File: src/rtl/bus_arb_mux_if.sv
// Four-master request/grant bus plus the shared slave-side bus.
// The arbiter takes the slave view; the bus masters take the master view.
interface bus_arb_mux_if #(
  parameter int ADDR_W = 30,
  parameter int DATA_W = 32
);
  logic              m0_req_, m1_req_, m2_req_, m3_req_;
  logic [ADDR_W-1:0] m0_addr, m1_addr, m2_addr, m3_addr;
  logic              m0_as_, m1_as_, m2_as_, m3_as_;
  logic              m0_rw, m1_rw, m2_rw, m3_rw;
  logic [DATA_W-1:0] m0_wr_data, m1_wr_data, m2_wr_data, m3_wr_data;
  logic              m0_grnt_, m1_grnt_, m2_grnt_, m3_grnt_;
  logic [ADDR_W-1:0] s_addr;
  logic              s_as_;
  logic              s_rw;
  logic [DATA_W-1:0] s_wr_data;

  modport slave (
    input  m0_req_, m1_req_, m2_req_, m3_req_,
    input  m0_addr, m1_addr, m2_addr, m3_addr,
    input  m0_as_, m1_as_, m2_as_, m3_as_,
    input  m0_rw, m1_rw, m2_rw, m3_rw,
    input  m0_wr_data, m1_wr_data, m2_wr_data, m3_wr_data,
    output m0_grnt_, m1_grnt_, m2_grnt_, m3_grnt_,
    output s_addr, s_as_, s_rw, s_wr_data
  );

  modport master (
    output m0_req_, m1_req_, m2_req_, m3_req_,
    output m0_addr, m1_addr, m2_addr, m3_addr,
    output m0_as_, m1_as_, m2_as_, m3_as_,
    output m0_rw, m1_rw, m2_rw, m3_rw,
    output m0_wr_data, m1_wr_data, m2_wr_data, m3_wr_data,
    input  m0_grnt_, m1_grnt_, m2_grnt_, m3_grnt_,
    input  s_addr, s_as_, s_rw, s_wr_data
  );
endinterface

File: src/rtl/bus_arb_mux.sv
// Four-master round-robin bus arbiter with non-preemptive ownership and a
// combinational master-to-shared-bus multiplexer driven from the owner register.
module bus_arb_mux #(
  parameter int ADDR_W = 30,
  parameter int DATA_W = 32
) (
  input  logic        clk,
  input  logic        reset,
  bus_arb_mux_if.slave bus,
  output logic [1:0]  owner
);

  logic [3:0]        req_n;
  logic [1:0]        owner_nxt;
  logic [1:0]        cand;
  logic              sel_req_;
  logic              sel_as_;
  logic              sel_rw;
  logic [ADDR_W-1:0] sel_addr;
  logic [DATA_W-1:0] sel_wr_data;

  assign req_n = {bus.m3_req_, bus.m2_req_, bus.m1_req_, bus.m0_req_};

  // Owner register: the only state in the block.
  always_ff @(posedge clk) begin
    if (reset) begin
      owner <= 2'd0;
    end else begin
      owner <= owner_nxt;
    end
  end

  // Round-robin next owner; scanning distance 3 down to 1 lets the nearest requester win.
  always_comb begin
    owner_nxt = owner;
    cand      = owner;
    if (req_n[owner] == 1'b1) begin
      for (int i = 3; i >= 1; i--) begin
        cand = owner + 2'(i);
        if (req_n[cand] == 1'b0) begin
          owner_nxt = cand;
        end else begin
          owner_nxt = owner_nxt;
        end
      end
    end else begin
      owner_nxt = owner;
    end
  end

  // Grant decode from the owner register.
  always_comb begin
    bus.m0_grnt_ = (owner == 2'd0) ? 1'b0 : 1'b1;
    bus.m1_grnt_ = (owner == 2'd1) ? 1'b0 : 1'b1;
    bus.m2_grnt_ = (owner == 2'd2) ? 1'b0 : 1'b1;
    bus.m3_grnt_ = (owner == 2'd3) ? 1'b0 : 1'b1;
  end

  // Select the owner's bus signals.
  always_comb begin
    sel_req_    = bus.m0_req_;
    sel_as_     = bus.m0_as_;
    sel_rw      = bus.m0_rw;
    sel_addr    = bus.m0_addr;
    sel_wr_data = bus.m0_wr_data;
    case (owner)
      2'd0: begin
        sel_req_    = bus.m0_req_;
        sel_as_     = bus.m0_as_;
        sel_rw      = bus.m0_rw;
        sel_addr    = bus.m0_addr;
        sel_wr_data = bus.m0_wr_data;
      end
      2'd1: begin
        sel_req_    = bus.m1_req_;
        sel_as_     = bus.m1_as_;
        sel_rw      = bus.m1_rw;
        sel_addr    = bus.m1_addr;
        sel_wr_data = bus.m1_wr_data;
      end
      2'd2: begin
        sel_req_    = bus.m2_req_;
        sel_as_     = bus.m2_as_;
        sel_rw      = bus.m2_rw;
        sel_addr    = bus.m2_addr;
        sel_wr_data = bus.m2_wr_data;
      end
      2'd3: begin
        sel_req_    = bus.m3_req_;
        sel_as_     = bus.m3_as_;
        sel_rw      = bus.m3_rw;
        sel_addr    = bus.m3_addr;
        sel_wr_data = bus.m3_wr_data;
      end
      default: begin
        sel_req_    = 1'b1;
        sel_as_     = 1'b1;
        sel_rw      = 1'b1;
        sel_addr    = '0;
        sel_wr_data = '0;
      end
    endcase
  end

  // Shared bus drive; a parked owner that is not requesting may not strobe.
  always_comb begin
    bus.s_addr    = sel_addr;
    bus.s_rw      = sel_rw;
    bus.s_wr_data = sel_wr_data;
    if (sel_req_ == 1'b1) begin
      bus.s_as_ = 1'b1;
    end else begin
      bus.s_as_ = sel_as_;
    end
  end

endmodule

File: src/flat_wrapper.sv
// flat-port wrapper written by rule: the top's interface ports become plain ports
module bus_arb_mux_flat 
#(
  parameter int ADDR_W = 30,
  parameter int DATA_W = 32
)
  (clk, reset, owner, bus_m0_req_, bus_m1_req_, bus_m2_req_, bus_m3_req_, bus_m0_addr, bus_m1_addr, bus_m2_addr, bus_m3_addr, bus_m0_as_, bus_m1_as_, bus_m2_as_, bus_m3_as_, bus_m0_rw, bus_m1_rw, bus_m2_rw, bus_m3_rw, bus_m0_wr_data, bus_m1_wr_data, bus_m2_wr_data, bus_m3_wr_data, bus_m0_grnt_, bus_m1_grnt_, bus_m2_grnt_, bus_m3_grnt_, bus_s_addr, bus_s_as_, bus_s_rw, bus_s_wr_data);
  bus_arb_mux_if #(.ADDR_W(ADDR_W), .DATA_W(DATA_W)) bus_i ();
  input  logic clk;
  input  logic reset;
  output logic [1:0] owner;
  input wire logic [$bits(bus_i.m0_req_)-1:0] bus_m0_req_;
  input wire logic [$bits(bus_i.m1_req_)-1:0] bus_m1_req_;
  input wire logic [$bits(bus_i.m2_req_)-1:0] bus_m2_req_;
  input wire logic [$bits(bus_i.m3_req_)-1:0] bus_m3_req_;
  input wire logic [$bits(bus_i.m0_addr)-1:0] bus_m0_addr;
  input wire logic [$bits(bus_i.m1_addr)-1:0] bus_m1_addr;
  input wire logic [$bits(bus_i.m2_addr)-1:0] bus_m2_addr;
  input wire logic [$bits(bus_i.m3_addr)-1:0] bus_m3_addr;
  input wire logic [$bits(bus_i.m0_as_)-1:0] bus_m0_as_;
  input wire logic [$bits(bus_i.m1_as_)-1:0] bus_m1_as_;
  input wire logic [$bits(bus_i.m2_as_)-1:0] bus_m2_as_;
  input wire logic [$bits(bus_i.m3_as_)-1:0] bus_m3_as_;
  input wire logic [$bits(bus_i.m0_rw)-1:0] bus_m0_rw;
  input wire logic [$bits(bus_i.m1_rw)-1:0] bus_m1_rw;
  input wire logic [$bits(bus_i.m2_rw)-1:0] bus_m2_rw;
  input wire logic [$bits(bus_i.m3_rw)-1:0] bus_m3_rw;
  input wire logic [$bits(bus_i.m0_wr_data)-1:0] bus_m0_wr_data;
  input wire logic [$bits(bus_i.m1_wr_data)-1:0] bus_m1_wr_data;
  input wire logic [$bits(bus_i.m2_wr_data)-1:0] bus_m2_wr_data;
  input wire logic [$bits(bus_i.m3_wr_data)-1:0] bus_m3_wr_data;
  output wire logic [$bits(bus_i.m0_grnt_)-1:0] bus_m0_grnt_;
  output wire logic [$bits(bus_i.m1_grnt_)-1:0] bus_m1_grnt_;
  output wire logic [$bits(bus_i.m2_grnt_)-1:0] bus_m2_grnt_;
  output wire logic [$bits(bus_i.m3_grnt_)-1:0] bus_m3_grnt_;
  output wire logic [$bits(bus_i.s_addr)-1:0] bus_s_addr;
  output wire logic [$bits(bus_i.s_as_)-1:0] bus_s_as_;
  output wire logic [$bits(bus_i.s_rw)-1:0] bus_s_rw;
  output wire logic [$bits(bus_i.s_wr_data)-1:0] bus_s_wr_data;
  assign bus_i.m0_req_ = bus_m0_req_;
  assign bus_i.m1_req_ = bus_m1_req_;
  assign bus_i.m2_req_ = bus_m2_req_;
  assign bus_i.m3_req_ = bus_m3_req_;
  assign bus_i.m0_addr = bus_m0_addr;
  assign bus_i.m1_addr = bus_m1_addr;
  assign bus_i.m2_addr = bus_m2_addr;
  assign bus_i.m3_addr = bus_m3_addr;
  assign bus_i.m0_as_ = bus_m0_as_;
  assign bus_i.m1_as_ = bus_m1_as_;
  assign bus_i.m2_as_ = bus_m2_as_;
  assign bus_i.m3_as_ = bus_m3_as_;
  assign bus_i.m0_rw = bus_m0_rw;
  assign bus_i.m1_rw = bus_m1_rw;
  assign bus_i.m2_rw = bus_m2_rw;
  assign bus_i.m3_rw = bus_m3_rw;
  assign bus_i.m0_wr_data = bus_m0_wr_data;
  assign bus_i.m1_wr_data = bus_m1_wr_data;
  assign bus_i.m2_wr_data = bus_m2_wr_data;
  assign bus_i.m3_wr_data = bus_m3_wr_data;
  assign bus_m0_grnt_ = bus_i.m0_grnt_;
  assign bus_m1_grnt_ = bus_i.m1_grnt_;
  assign bus_m2_grnt_ = bus_i.m2_grnt_;
  assign bus_m3_grnt_ = bus_i.m3_grnt_;
  assign bus_s_addr = bus_i.s_addr;
  assign bus_s_as_ = bus_i.s_as_;
  assign bus_s_rw = bus_i.s_rw;
  assign bus_s_wr_data = bus_i.s_wr_data;
  bus_arb_mux #(.ADDR_W(ADDR_W), .DATA_W(DATA_W)) u_core (.clk(clk), .reset(reset), .bus(bus_i), .owner(owner));
endmodule
File: config.mk
export PLATFORM = sky130hd
export DESIGN_NAME = bus_arb_mux_flat
export DESIGN_NICKNAME = d
export VERILOG_FILES = /design/src/rtl/bus_arb_mux_if.sv /design/src/rtl/bus_arb_mux.sv /design/src/flat_wrapper.sv
export SDC_FILE = /design/constraint.sdc
export NUM_CORES = 1
export LEC_CHECK = 0
export ABC_AREA = 0
export CORE_AREA = 5 5 125 127
export DETAILED_ROUTE_END_ITERATION = 8
export DIE_AREA = 0 0 130 132
export HOLD_SLACK_MARGIN = 0.1
export PLACE_DENSITY = 0.67
export SLEW_MARGIN = 20
export SYNTH_ARGS = -nofsm -noshare
export SYNTH_HDL_FRONTEND = slang
export SYNTH_SLANG_ARGS = --single-unit
File: constraint.sdc
create_clock -name clk -period 1.7 [get_ports clk]
set_input_delay 0.17 -clock clk [delete_from_list [all_inputs] [get_ports clk]]
set_output_delay 0.17 -clock clk [all_outputs]
set_load 0.05 [all_outputs]
# After elaboration in Yosys (flattened, before gate mapping)
# Index checks and enable logic that the tools add are counted.
# op_classes
addsub	3
order_cmp	4
eq_ne	4
n_mux	21
n_reduce_logical	2
# ops
op	n
one-hot mux 32 bit (4 select lines)	1
one-hot mux 30 bit (4 select lines)	1
< comparator 2 x 3 -> 1 bit (second input constant)	4
one-hot mux 1 bit (4 select lines)	3
2-to-1 mux 1 bit	9
binary-select mux 1 bit (select 2 bit)	4
2-to-1 mux 2 bit	3
adder 2 bit (second input constant)	2
equality test 2 bit (second input constant)	2
inequality test 3 bit (second input constant)	1
adder 2 x 1 -> 2 bit (second input constant)	1
equality test 2 x 1 -> 1 bit (second input constant)	1
zero test 2 bit	1
AND reduction 2 bit	1
# totals
ff_bits	2
in_bits	262

# Longest topological paths before layout
# Gate-level depths: netlist (run 1).
# depth
ltp_word	6
depth_mapped	8
mapped_depth_nobuf	7

# Worst setup path after synthesis (run 1)
# No wires, ideal clock.
# synth_timing
path_type	register to output
startpoint	register u_core.owner[1]
endpoint	output port bus_s_addr[0]
arrival_time_ps	2498
setup_slack_ps	-968
path_stages_with_launch	6
path_buffers	2
cell_sequence	dfxtp_1 ha_1 clkbuf_1 buf_1 a222oi_1 mux2i_1
# synth_via
elab_chain_len	2
# synth_lines
element	line_no	text
from (decl)	bus_arb_mux.sv:10	output logic [1:0] owner
from (signal assigned)	bus_arb_mux.sv:29	owner <= owner_nxt;
equality test 2 bit (tied with other cells)	bus_arb_mux.sv:66	case (owner)
one-hot mux 30 bit (4 select lines) (*)	bus_arb_mux.sv:66	
to (decl)	flat_wrapper.sv:36	output wire logic [$bits(bus_i.s_addr)-1:0] bus_s_addr;
# Every way passes the cells marked *; elsewhere a longest branch is shown, timed or not.

# Worst setup path after layout (run 1)
# layout_timing
startpoint	register u_core.owner[0]
endpoint	output port bus_s_wr_data[10]
# layout_via
elab_chain_len	2
# layout_lines
element	line_no	text
equality test 2 bit (tied with other cells)	bus_arb_mux.sv:66	
one-hot mux 32 bit (4 select lines) (*)	bus_arb_mux.sv:66	
to (decl)	flat_wrapper.sv:39	output wire logic [$bits(bus_i.s_wr_data)-1:0] bus_s_wr_data;
# Marked as above.

==> results.sh, run 1 <==
export IMPL_hold_path_startpoint="reset"
export IMPL_die_area_sq_um=17200
export IMPL_ant_nets=0
export IMPL_rows=44
export IMPL_max_slew_margin_pct=66.9
export IMPL_path_cells="inv_6, ha_4, buf_4, buf_6, a222oi_1, buf_4, mux2i_4, buf_12"
export IMPL_synth_fp_nets=528
export IMPL_fill_cells=1201
export IMPL_netSwitchingFraction_pct=45.9
export IMPL_p_switching_uw=7080
export IMPL_htree_levels=1
export IMPL_final_util_pct=55.7
export IMPL_die_w_um=130
export IMPL_cts_buffers=3
export IMPL_cts_tree="built"
export IMPL_status="finished, violations left"
export IMPL_clock_latency_ps=220
export IMPL_gp_congestion=0.927
export IMPL_vias=3936
export IMPL_hold_viol=0
export IMPL_grt_max_degree=35
export IMPL_r2r_start="u_core.owner[0]$_SDFFE_PP0P_"
export IMPL_grt_pass1_wl_um=22600
export IMPL_syn_area_sq_um=1970
export IMPL_yosys_cell_types_count=23
export IMPL_reg_top3="u_core.owner x2"
export IMPL_crit_fanout=8
export IMPL_violations="setup timing"
export IMPL_overflow=0
export IMPL_dpl_hpwl_um=13200
export IMPL_min_path_type="input pin to register"
export IMPL_port_buffers=331
export IMPL_drc_errors=0
export IMPL_p_per_area_nw_per_um2=1940
export IMPL_initial_core_util_pct=13.8
export IMPL_die_h_um=132
export IMPL_crit_required_ps=1530
export IMPL_crit_slowest_cell="dfxtp_4"
export IMPL_timing_final_crit_share_pct=119
export IMPL_period_needed_ps=2020
export IMPL_synth_seq_area_share_pct=2.03
export IMPL_slew_viol_final=0
export IMPL_power_leakage_uw=0.00315
export IMPL_crit_top_cell="buf_4"
export IMPL_worstSetupPathType="register to output pin"
export IMPL_cap_violations=0
export IMPL_max_stage_delay_ps=390
export IMPL_routed_via_density=4.67
export IMPL_tightest_slew_ps=496
export IMPL_fin_ws_ps=-319
export IMPL_pwr_share_clk_pct=2.3
export IMPL_avgSynthCellArea_sq_um=7.55
export IMPL_regMostFlops="u_core.owner"
export IMPL_synth_cells=261
export IMPL_rsz0062_at_grt="yes"
export IMPL_track_usage_pct=16.5
export IMPL_cts_sinks=2
export IMPL_p_comb_share_pct=96.9
export IMPL_ios=332
export IMPL_synth_seq_cells=2
export IMPL_endpoint_kind="output pin"
export IMPL_antenna_found_initial=0
export IMPL_areaGrowthSynthToFinish_pct=304
export IMPL_drtPass1Iterations=9
export IMPL_num_antenna_cells=0
export IMPL_fin_skew_ps=2.56
export IMPL_largest_reg_flops=2
export IMPL_crit_arrival_ps=1850
export IMPL_nets=927
export IMPL_power_frac_seq_pct=0.8
export IMPL_synth_warnings=0
export IMPL_p_total_uw=15400
export IMPL_clkSlewWorstSetupHoldPaths_ps=30
export IMPL_cp_start_kind="register"
export IMPL_first_iter_violations=514
export IMPL_rrSetupSlack_ps=10
export IMPL_cts_root_buf="clkbuf_16"
export IMPL_drive_gt1_share_pct=37.1
export IMPL_grt_pass1_vias=4120
export IMPL_ir_worst_vdd_v=0.00116
export IMPL_internal_power_uw=8360
export IMPL_dp_worst_setup_slack_ps=-92.0
export IMPL_wl_um=15700
export IMPL_ctsLongestPathBuffers=2
export IMPL_startpoint="u_core.owner[0]$_SDFFE_PP0P_"
export IMPL_fmax_mhz=495
export IMPL_core_area_sq_um=14300
export IMPL_wl_per_cell_um=18.7
export IMPL_setup_viol=64
-- logic make-up (layout without fill, tap and decap cells) --
family | Yosys count | after routing | synth area share [%]
fa+ha+maj | 5 | 5 | 3.17
compound gates | 75 | 75 | 36.3
simple gates | 10 | 10 | 2.48
xor+xnor | 1 | 1 | 0.445
buf+inv | 99 | 496 | 19.9
mux | 69 | 69 | 35.7
flops | 2 | 2 | 2.03
-- final timing paths --
check	endpoint	cells after the start
max	bus_s_wr_data[10]	8
min	u_core.owner[0]$_SDFFE_PP0P_	2
max reg2reg	u_core.owner[0]$_SDFFE_PP0P_	9
min reg2reg	u_core.owner[1]$_SDFFE_PP0P_	3
-- power groups by stage --
stage | combinational, uW | clock, uW | sequential, uW
2_1_floorplan | 7960 | 0 | 190
3_3_place_gp | 14400 | 0 | 112
3_5_place_dp | 14600 | 0 | 118
4_1_cts | 14800 | 356 | 127
5_1_grt | 15500 | 362 | 128
6_report | 15000 | 349 | 125
-- worst max-delay path: cells and delay by family, from the launching register on --
kind / cells / cell delay [ps]
flip-flops: 1 / 390
multiplexers: 1 / 60
AO/OA/AOI/OAI: 1 / 300
buffers and inverters: 5 / 650
adder cells (fa/ha/maj): 1 / 210
-- layout make-up --
| class | count | area, sq um | area share, % |
|---|---|---|---|
| flip-flops and latches | 2 | 47.5 | 0.597 |
| inverters | 70 | 270 | 3.39 |
| clock buffers | 3 | 75.1 | 0.942 |
| multi-input cells | 160 | 2390 | 30.0 |
| well taps | 184 | 230 | 2.89 |
| repair buffers | 423 | 4950 | 62.1 |
-- layout by cell type (no fill, tap or decap), types with 2 or more instances in the layout --
master,instances
buf_6,3
a222oi_1,63
nand2_1,2
buf_12,83
buf_4,72
dfxtp_4,2
ha_4,4
clkdlybuf4s50_1,261
nand3_1,3
a21oi_1,2
clkbuf_16,6
inv_1,67
mux2i_1,5
o21ai_0,5
mux2i_4,63
nor2_1,2
-- what timing repair did --
action	in CTS	in global routing
pin swaps	24	14
endpoints found under the hold margin	0	0
hold buffers	0	0
setup endpoints to repair	64	65
gates resized for setup	3	4
gates cloned	1	4
buffers inserted	1	3
-- stage by stage --
| stage | TNS (ps) | hold slack (ps) | instance area, sq um | std cells |
|---|---|---|---|---|
| finish | -15650 | 517 | 7970 | 842 |
| global route | -20000 | 550 | 7970 | 842 |
| CTS | -14960 | 532 | 7840 | 835 |
| detailed placement | -933 | 709 | 7700 | 830 |
| global placement | -424 | 693 | 7700 | 830 |
| floorplan | -10900 | 229 | 2930 | 261 |
-- routing by layer --
metal / track usage, % / up-vias / wire length (um)
li1: - / 1843 / -
met1: 19.5 / 1850 / 5700
met2: 30.6 / 223 / 8380
met3: 3.20 / 20 / 1360
met4: 3.35 / 0 / 306
met5: 0 / - / 0
-- Yosys cell counts --
library cell,n,area share (%)
nand2_1,2,0.38
and4_1,1,0.44
ha_1,5,3.2
nor2_1,3,0.57
o221ai_2,1,0.76
nand3_1,3,0.76
mux2i_1,68,35
clkbuf_1,12,2.3
mux4_2,1,1.1
buf_6,1,0.57
xnor2_1,1,0.44
buf_2,11,2.8
o21ai_2,1,0.44
inv_2,1,0.19
o21ai_0,5,1.3
a21oi_1,3,0.76
nor2b_1,1,0.32
a222oi_1,63,32
dfxtp_1,2,2.0
inv_1,69,13
a32o_2,1,0.57
buf_1,5,0.95
o2111ai_1,1,0.44
No activity file was read; power rests on OpenSTA's default activity.
==> run 2, diff against run 1 <==
--- a/constraint.sdc
+++ b/constraint.sdc
@@ -3,2 +3,2 @@
 set_output_delay 0.17 -clock clk [all_outputs]
-set_load 0.05 [all_outputs]
+set_load 0.005 [all_outputs]
==> results.sh, run 2 (synthesized netlist as in run 1, its figures left out) <==
export IMPL_status="finished, violations left"
export IMPL_violations="DRC, setup timing"
export IMPL_pwr_share_clk_pct=4.8
export IMPL_layout_common_cells="clkdlybuf4s50_1 (263), inv_1 (67), mux2i_1 (67)"
export IMPL_routed_via_density=4.69
export IMPL_cts_tree="built"
export IMPL_rows=44
export IMPL_timing_final_crit_share_pct=117
export IMPL_power_frac_seq_pct=1.7
export IMPL_rsz0062_at_grt="yes"
export IMPL_hold_path_startpoint="reset"
export IMPL_antenna_found_initial=0
export IMPL_cts_buffers=3
export IMPL_first_iter_violations=487
export IMPL_vias=3876
export IMPL_max_slew_margin_pct=69.6
export IMPL_mostFrequentLayoutCell="clkdlybuf4s50_1"
export IMPL_worstSetupPathType="register to output pin"
export IMPL_crit_required_ps=1530
export IMPL_use_met1_pct=19.5
export IMPL_endpoint_kind="output pin"
export IMPL_wl_um=17100
export IMPL_drc_errors=1
export IMPL_final_util_pct=44.2
export IMPL_top_usage_layer="met2"
export IMPL_fmax_mhz=501
export IMPL_placed_area_sq_um=5730
export IMPL_p_total_uw=7450
export IMPL_core_area_sq_um=14300
export IMPL_p_per_area_nw_per_um2=1180
export IMPL_clkSlewWorstSetupHoldPaths_ps=30
export IMPL_die_w_um=130
export IMPL_use_met2_pct=33.6
export IMPL_drtPass1Iterations=9
export IMPL_crit_fanout=27
export IMPL_min_path_type="input pin to register"
export IMPL_die_area_sq_um=17200
export IMPL_cts_sinks=2
export IMPL_rrSetupSlack_ps=60
export IMPL_holdBufCountCts=0
export IMPL_port_buffers=331
export IMPL_setup_viol=64
export IMPL_num_antenna_cells=0
export IMPL_grt_use_met3_pct=4.74
export IMPL_clock_latency_ps=220
export IMPL_r2r_start="u_core.owner[0]$_SDFFE_PP0P_"
export IMPL_track_usage_pct=17.9
export IMPL_die_h_um=132
export IMPL_p_switching_uw=2930
export IMPL_dpl_hpwl_um=12300
export IMPL_cp_start_kind="register"
export IMPL_nets=912
export IMPL_netSwitchingFraction_pct=39.3
export IMPL_gp_congestion=0.906
export IMPL_ir_worst_vdd_v=0.000667
export IMPL_regMostFlops="u_core.owner"
export IMPL_overflow=0
export IMPL_fin_ws_ps=-294
export IMPL_ios=332
export IMPL_reg_top3="u_core.owner x2"
export IMPL_internal_power_uw=4520
export IMPL_ant_nets=0
export IMPL_grt_pass1_wl_um=24000
export IMPL_startpoint="u_core.owner[0]$_SDFFE_PP0P_"
export IMPL_cap_violations=0
export IMPL_largest_reg_flops=2
export IMPL_crit_arrival_ps=1820
export IMPL_tightest_slew_ps=456
export IMPL_htree_levels=1
export IMPL_p_comb_share_pct=93.5
export IMPL_grt_max_degree=32
export IMPL_areaGrowthSynthToFinish_pct=221
export IMPL_final_area_sq_um=6330
export IMPL_fin_skew_ps=2.89
export IMPL_period_needed_ps=1990
export IMPL_ctsLongestPathBuffers=2
export IMPL_finalHoldWorstSlack_ps=519
export IMPL_hold_viol=0
export IMPL_wl_per_cell_um=20.6
export IMPL_drive_gt1_share_pct=25.0
export IMPL_cts_root_buf="clkbuf_16"
export IMPL_grt_pass1_vias=4172
export IMPL_power_leakage_uw=0.00295
export IMPL_slew_viol_final=0
export IMPL_initial_core_util_pct=13.8
[run 2: critical path, stage by stage, from the launching register on]
cell and delay [ps]:
dfxtp_4 350, buf_4 140, ha_4 170, buf_12 160, a222oi_1 490, mux2i_1 120
buf_2 150
[run 2: cell type report]
type | instances | area, sq um
inverters | 70 | 268
well taps | 184 | 230
clock buffers | 3 | 75.1
multi-input cells | 160 | 1610
flip-flops and latches | 2 | 47.5
repair buffers | 408 | 4100
fillers | 1400 | 7990
[run 2: repair_timing]
action                                  in CTS  in global routing
buffers inserted                            34                  4
pin swaps                                   68                 44
gates cloned                                12                  3
endpoints found under the hold margin        0                  0
endpoints found under the setup margin      69                 68
resized for setup                          295                  7
[run 2: metal layers]
| layer | up-vias | part of all wire [%] | wire, um |
|---|---|---|---|
| met5 | - | 0 | 0 |
| met3 | 28 | 10 | 1740 |
| li1 | 1810 | - | - |
| met2 | 230 | 52 | 8840 |
| met4 | 0 | 2.4 | 411 |
| met1 | 1808 | 36 | 6060 |
[run 2: per-stage QoR]
step                setup TNS (ps)  cells  setup slack [ps]
floorplan                        0    261              48.5
global placement            -13100    775              -365
detailed placement          -15430    775              -406
CTS                         -14160    822              -339
global route                -17050    827              -356
finish                      -12070    827              -294
[run 2: worst paths after layout]
kind	cells after the start	to
setup / recovery	6	bus_s_wr_data[22]
hold / removal	2	u_core.owner[0]$_SDFFE_PP0P_
setup reg to reg	7	u_core.owner[0]$_SDFFE_PP0P_
hold reg to reg	4	u_core.owner[0]$_SDFFE_PP0P_
[run 2: power by group through the flow]
stage / sequential (uW) / clock (uW) / combinational [uW]
6_report: 123 / 360 / 6960
5_1_grt: 127 / 366 / 7430
4_1_cts: 119 / 366 / 7000
3_5_place_dp: 97.3 / 0 / 5860
3_3_place_gp: 94.8 / 0 / 5770
2_1_floorplan: 109 / 0 / 2590
